$ cat config.mk
export PLATFORM = sky130hd
export DESIGN_NAME = eth_crc32_stream_check
export DESIGN_NICKNAME = d
export VERILOG_FILES = /design/src/rtl/eth_crc32_stream_check.sv
export SDC_FILE = /design/constraint.sdc
export NUM_CORES = 1
export LEC_CHECK = 0
export CAP_MARGIN = 20
export CORE_ASPECT_RATIO = 1.75
export CORE_UTILIZATION = 46
export DETAILED_ROUTE_END_ITERATION = 7
export HOLD_SLACK_MARGIN = 0.06
export PLACE_DENSITY = 0.74
export SYNTH_ARGS = -nofsm -noshare
export SYNTH_HDL_FRONTEND = slang
export SYNTH_SLANG_ARGS = --single-unit
export TNS_END_PERCENT = 1
$ cat constraint.sdc
create_clock -name clk -period 7.8 [get_ports clk]
set_input_delay 1.56 -clock clk [delete_from_list [all_inputs] [get_ports clk]]
set_output_delay 1.56 -clock clk [all_outputs]
set_load 0.01 [all_outputs]
$ cat src/rtl/eth_crc32_stream_check.sv
// Ethernet receive FCS checker: strips the 4-byte FCS through a short delay line,
// validates CRC-32 on every frame and keeps saturating good/bad frame counters.
module eth_crc32_stream_check #(
   parameter int CNT_W = 16
) (
   input  logic             clk,
   input  logic             rst,
   input  logic             in_sof,
   input  logic             in_vld,
   input  logic [7:0]       in_data,
   input  logic             in_eof,
   output logic             in_rdy,
   output logic             out_sof,
   output logic             out_vld,
   output logic [7:0]       out_data,
   output logic             out_eof,
   input  logic             out_rdy,
   output logic             stat_vld,
   output logic             stat_ok,
   output logic             stat_runt,
   output logic [CNT_W-1:0] cnt_ok,
   output logic [CNT_W-1:0] cnt_bad
);

   localparam logic [31:0] POLY    = 32'hEDB88320;
   localparam logic [31:0] RESIDUE = 32'hDEBB20E3;

   logic [31:0]      r_crc;
   logic [2:0]       r_cnt;
   logic             r_active;
   logic             r_first;
   logic [7:0]       r_dl [0:3];
   logic             r_out_vld, r_out_sof, r_out_eof;
   logic [7:0]       r_out_data;
   logic             r_stat_vld, r_stat_ok, r_stat_runt;
   logic [CNT_W-1:0] r_cnt_ok, r_cnt_bad;

   logic        w_accept, w_take, w_pop, w_abort, w_fin, w_good, w_runt;
   logic [31:0] w_crc_next;
   logic [2:0]  w_cnt_base;
   logic [1:0]  w_bad_inc;

   function automatic logic [31:0] crc_byte(input logic [31:0] c, input logic [7:0] d);
      logic [31:0] x;
      x = c ^ {24'h0, d};
      for (int i = 0; i < 8; i++)
         x = x[0] ? ((x >> 1) ^ POLY) : (x >> 1);
      return x;
   endfunction

   function automatic logic [CNT_W-1:0] sat_add(input logic [CNT_W-1:0] c, input logic [1:0] inc);
      logic [CNT_W:0] s;
      s = {1'b0, c} + {{(CNT_W-1){1'b0}}, inc};
      return s[CNT_W] ? {CNT_W{1'b1}} : s[CNT_W-1:0];
   endfunction

   always_comb begin
      in_rdy     = !r_out_vld || out_rdy;
      w_accept   = in_vld && in_rdy;
      // bytes outside a frame are swallowed without touching any state
      w_take     = w_accept && (in_sof || r_active);
      w_crc_next = crc_byte(in_sof ? 32'hFFFFFFFF : r_crc, in_data);
      w_cnt_base = in_sof ? 3'd0 : r_cnt;
      w_pop      = w_take && !in_sof && (r_cnt == 3'd4);
      w_abort    = w_accept && in_sof && r_active;
      w_fin      = w_take && in_eof;
      w_good     = w_fin && w_pop && (w_crc_next == RESIDUE);
      w_runt     = w_fin && !w_pop;
      // an abort and a new 1-byte runt can land on the same byte: both count as bad
      w_bad_inc  = {1'b0, w_fin && !w_good} + {1'b0, w_abort};
   end

   always_ff @(posedge clk) begin
      if (rst) begin
         r_crc       <= 32'hFFFFFFFF;
         r_cnt       <= 3'd0;
         r_active    <= 1'b0;
         r_first     <= 1'b0;
         for (int i = 0; i < 4; i++) r_dl[i] <= 8'h00;
         r_out_vld   <= 1'b0;
         r_out_sof   <= 1'b0;
         r_out_eof   <= 1'b0;
         r_out_data  <= 8'h00;
         r_stat_vld  <= 1'b0;
         r_stat_ok   <= 1'b0;
         r_stat_runt <= 1'b0;
         r_cnt_ok    <= '0;
         r_cnt_bad   <= '0;
      end else begin
         r_stat_vld  <= w_abort || w_fin;
         r_stat_ok   <= w_good;
         r_stat_runt <= w_runt;
         if (w_good) r_cnt_ok <= sat_add(r_cnt_ok, 2'd1);
         if (w_bad_inc != 2'd0) r_cnt_bad <= sat_add(r_cnt_bad, w_bad_inc);

         if (w_pop) begin
            r_out_vld  <= 1'b1;
            r_out_data <= r_dl[0];
            r_out_sof  <= r_first;
            r_out_eof  <= in_eof;
         end else if (out_rdy) begin
            r_out_vld  <= 1'b0;
            r_out_sof  <= 1'b0;
            r_out_eof  <= 1'b0;
         end

         if (w_take && in_sof) r_first <= 1'b1;
         else if (w_pop)       r_first <= 1'b0;

         if (w_take) begin
            r_crc   <= w_crc_next;
            r_dl[0] <= r_dl[1];
            r_dl[1] <= r_dl[2];
            r_dl[2] <= r_dl[3];
            r_dl[3] <= in_data;
            if (w_fin) begin
               r_cnt    <= 3'd0;
               r_active <= 1'b0;
            end else begin
               r_cnt    <= (w_cnt_base == 3'd4) ? 3'd4 : w_cnt_base + 3'd1;
               r_active <= 1'b1;
            end
         end
      end
   end

   assign out_vld   = r_out_vld;
   assign out_sof   = r_out_sof;
   assign out_eof   = r_out_eof;
   assign out_data  = r_out_data;
   assign stat_vld  = r_stat_vld;
   assign stat_ok   = r_stat_ok;
   assign stat_runt = r_stat_runt;
   assign cnt_ok    = r_cnt_ok;
   assign cnt_bad   = r_cnt_bad;

endmodule

==> impl_metrics.env, run 1 <==
export IMPL_synthesis_area_sq_um=6838
export IMPL_drv_cap=0
export IMPL_rows=58
export IMPL_grt_overflow=0
export IMPL_synthCells=756
export IMPL_die_width_um=94.17
export IMPL_period_needed_ps=6673
export IMPL_synthTopCellsByArea="dfxtp_1 (24%), edfxtp_1 (14%), xnor2_1 (8.5%)"
export IMPL_startpoint_type="input port"
export IMPL_ctsResizeCount=0
export IMPL_rsz0062_at_grt="no"
export IMPL_clock_sinks=115
export IMPL_htree_levels=4
export IMPL_power_density_nw_per_um2=232.5
export IMPL_clk_pin_slew_ps=60
export IMPL_fillCellCount=1298
export IMPL_wl_per_cell_um=19.15
export IMPL_hp_class="reg -> reg"
export IMPL_routed_wirelength_mm=18.88
export IMPL_synth_top_area_cell="dfxtp_1"
export IMPL_synth_edf_count=32
export IMPL_ir_drop_mv=0.1323
export IMPL_clockBufferDepth=2
export IMPL_synth_nets=779
export IMPL_ios=61
export IMPL_maxSlewHeadroom=0.4905
export IMPL_cts_root_buf="clkbuf_16"
export IMPL_holdBufCountCts=0
export IMPL_post_cts_buffers=0
export IMPL_netlist_area_leader_share=0.2430
export IMPL_yosysWarningCount=0
export IMPL_crit_required_ps=8080
export IMPL_layout_drive_gt1_share=0.08437
export IMPL_grt_pass1_vias=5681
export IMPL_crit_path_end_kind="flop"
export IMPL_ys_seq_area_frac=0.3835
export IMPL_worstHoldStart="out_data[4]"
export IMPL_route_detailed_drc=0
export IMPL_dieHeight_um=163.3
export IMPL_syn_avg_cell_area_sq_um=9.045
export IMPL_worstPathArrival_ps=6950
export IMPL_path_class="in -> reg"
export IMPL_ys_types=70
export IMPL_grt_max_degree=73
export IMPL_area_growth_synth_to_final_pct=18.55
export IMPL_hold_viol_final=0
export IMPL_worst_pin_slew_ps=753.6
export IMPL_vias=5941
export IMPL_status="complete, no violations"
export IMPL_core_area_sq_um=14440
export IMPL_worst_path_max_fanout=11
export IMPL_fin_worst_skew_ps=9.324
export IMPL_cts_tree="built"
export IMPL_post_route_util=0.5613
export IMPL_slew_violations=0
export IMPL_post_route_period_util=0.8555
export IMPL_startpoint="in_data[2]"
export IMPL_viasPerCell=6.025
export IMPL_initial_core_util=0.4735
export IMPL_p_total_uw=1885
export IMPL_synthFlopType="dfxtp_1"
export IMPL_drt_antenna_violating_nets=0
export IMPL_place_gp_congestion=1.021
export IMPL_antenna_found_initial=0
export IMPL_dr_first_iter_drc_count=458
export IMPL_layout_common_cells="nand2_1 (83), dfxtp_1 (83), xnor2_1 (66), clkdlybuf4s50_1 (58)"
export IMPL_diodes=0
export IMPL_leakagePower_uw=0.003131
export IMPL_drtPass1Iterations=5
export IMPL_die_area_sq_um=15380
export IMPL_dpl_hpwl_mm=13.36
export IMPL_grt_util_all_layers=0.2565
export IMPL_numPortBuffers=60
export IMPL_tns_ps=0
export IMPL_r2r_start="r_crc[2]"
export IMPL_async_flop_share=0
export IMPL_clock_fmax_ghz=0.1499
export IMPL_nets=816
export IMPL_grt_pass1_wl_mm=29.69
export IMPL_synth_seq_cells=115
export IMPL_cts_buffers=17
export IMPL_setup_viol_count_final=0
export IMPL_clk_latency_ps=420
[final timing paths]
check,endpoint,slack (ps),cells past startpoint
worst min register to register,out_data[4],450,2
worst max-delay path,cnt_bad[15],1130,19
worst min-delay path,out_data[4],450,2
worst max register to register,cnt_bad[15],2340,18
[cell families (layout without fill, tap and decap cells)]
logic type	Yosys count	count (layout)	synth area share
AO/OA/AOI/OAI	168	168	0.1775
XOR/XNOR	96	96	0.1480
adder cells (fa/ha/maj)	10	10	0.01903
buffers and inverters	73	123	0.04940
flip-flops	115	115	0.3835
multiplexers	9	9	0.01336
AND/OR/NAND/NOR	285	285	0.2092
[sequential cells by signal (all words and copies together) (netlist names)]
name	flops
r_dl	32
r_first	1
out_data	8
out_vld	1
cnt_ok	16
stat_ok	1
out_sof	1
r_crc	32
r_cnt	3
cnt_bad	16
r_active	1
stat_runt	1
stat_vld	1
out_eof	1
[per-layer routing]
layer	GRT usage	part of all wire	up-vias
li1	-	-	2832
met1	0.2640	0.37	2829
met2	0.4522	0.52	204
met3	0.04655	0.038	76
met4	0.1902	0.069	0
met5	0	0	-
[cell usage after synthesis, types with 4 or more instances]
| master | n |
|---|---|
| o21a_1 | 6 |
| inv_1 | 18 |
| nand3_1 | 25 |
| nand4_1 | 8 |
| and2_1 | 5 |
| clkbuf_1 | 27 |
| buf_2 | 17 |
| a221oi_1 | 4 |
| a41oi_1 | 4 |
| edfxtp_1 | 32 |
| xor2_1 | 17 |
| buf_4 | 5 |
| o21ai_1 | 4 |
| a31o_2 | 4 |
| a31oi_1 | 12 |
| a211o_1 | 4 |
| mux2i_1 | 8 |
| o21ai_0 | 18 |
| nor4_1 | 9 |
| a211oi_1 | 16 |
| dfxtp_1 | 83 |
| xnor2_1 | 66 |
| o211ai_1 | 36 |
| nor3_1 | 25 |
| nand2_1 | 83 |
| a21oi_1 | 32 |
| nor2b_1 | 5 |
| nor3b_1 | 7 |
| and3_1 | 46 |
| nor2_1 | 46 |
| xnor3_1 | 7 |
| or3_1 | 9 |
| ha_1 | 8 |
[final cells by class]
class                   count  area, sq um  share of cell area
repair buffers             73        708.2             0.08736
clock buffers              18        450.4             0.05556
clock inverters            14        140.1             0.01729
well taps                 180        225.2             0.02778
inverters                  18        67.56            0.008335
multi-input cells         568         3892              0.4802
flip-flops and latches    115         2623              0.3235
[power by group]
group          switching (uW)  total [uW]  leakage [uW]  internal, uW
Clock                     322         789      0.000291           467
Sequential               30.6         677       0.00102           646
Combinational             247         419       0.00182           172
[through the flow]
stage,instances,hold slack (ps),area (sq um),worst slack (ps)
after floorplan,756,432.1,6838,2155
after global placement,952,439.1,7481,822.7
after detailed placement,953,446.1,7508,765.1
after CTS,985,454.5,8099,1180
after global routing,986,477.9,8107,692.0
final,986,451.8,8107,1127
[critical path, stage by stage]
cell,delay (ps)
clkdlybuf4s50_1,540
buf_4,250
xnor2_1,440
xnor3_1,660
mux2i_1,190
nor4_1,640
o21a_1,370
and3_1,190
buf_4,180
nor2_1,60
ha_1,220
ha_1,280
a21oi_1,70
nor3b_1,480
nand4_1,270
nor2_1,260
nand3_1,110
nor2_1,100
a211oi_1,70
(Power assumes the default switching activity.)
==> inputs of run 2 (changes only) <==
--- a/config.mk
+++ b/config.mk
@@ -14,4 +14,3 @@
 export SYNTH_ARGS = -nofsm -noshare
 export SYNTH_HDL_FRONTEND = slang
 export SYNTH_SLANG_ARGS = --single-unit
-export TNS_END_PERCENT = 1
==> constraint.sdc (replaced) <==
create_clock -name clk -period 7.8 [get_ports clk]
set_input_delay 1.56 -clock clk [delete_from_list [all_inputs] [get_ports clk]]
set_output_delay 1.56 -clock clk [all_outputs]
set_load 0.005 [all_outputs]
==> results of run 2 <==
Same layout as run 1 (identical final DEF). Status: complete, no violations.
==> inputs of run 3 (changes only) <==
--- a/config.mk
+++ b/config.mk
@@ -8,6 +8,7 @@
 export CAP_MARGIN = 20
 export CORE_ASPECT_RATIO = 1.75
 export CORE_UTILIZATION = 46
+export CTS_CLUSTER_DIAMETER = 30
 export DETAILED_ROUTE_END_ITERATION = 7
 export HOLD_SLACK_MARGIN = 0.06
 export PLACE_DENSITY = 0.74
==> results of run 3 <==
Same layout as run 1 (identical final DEF). Status: complete, no violations.
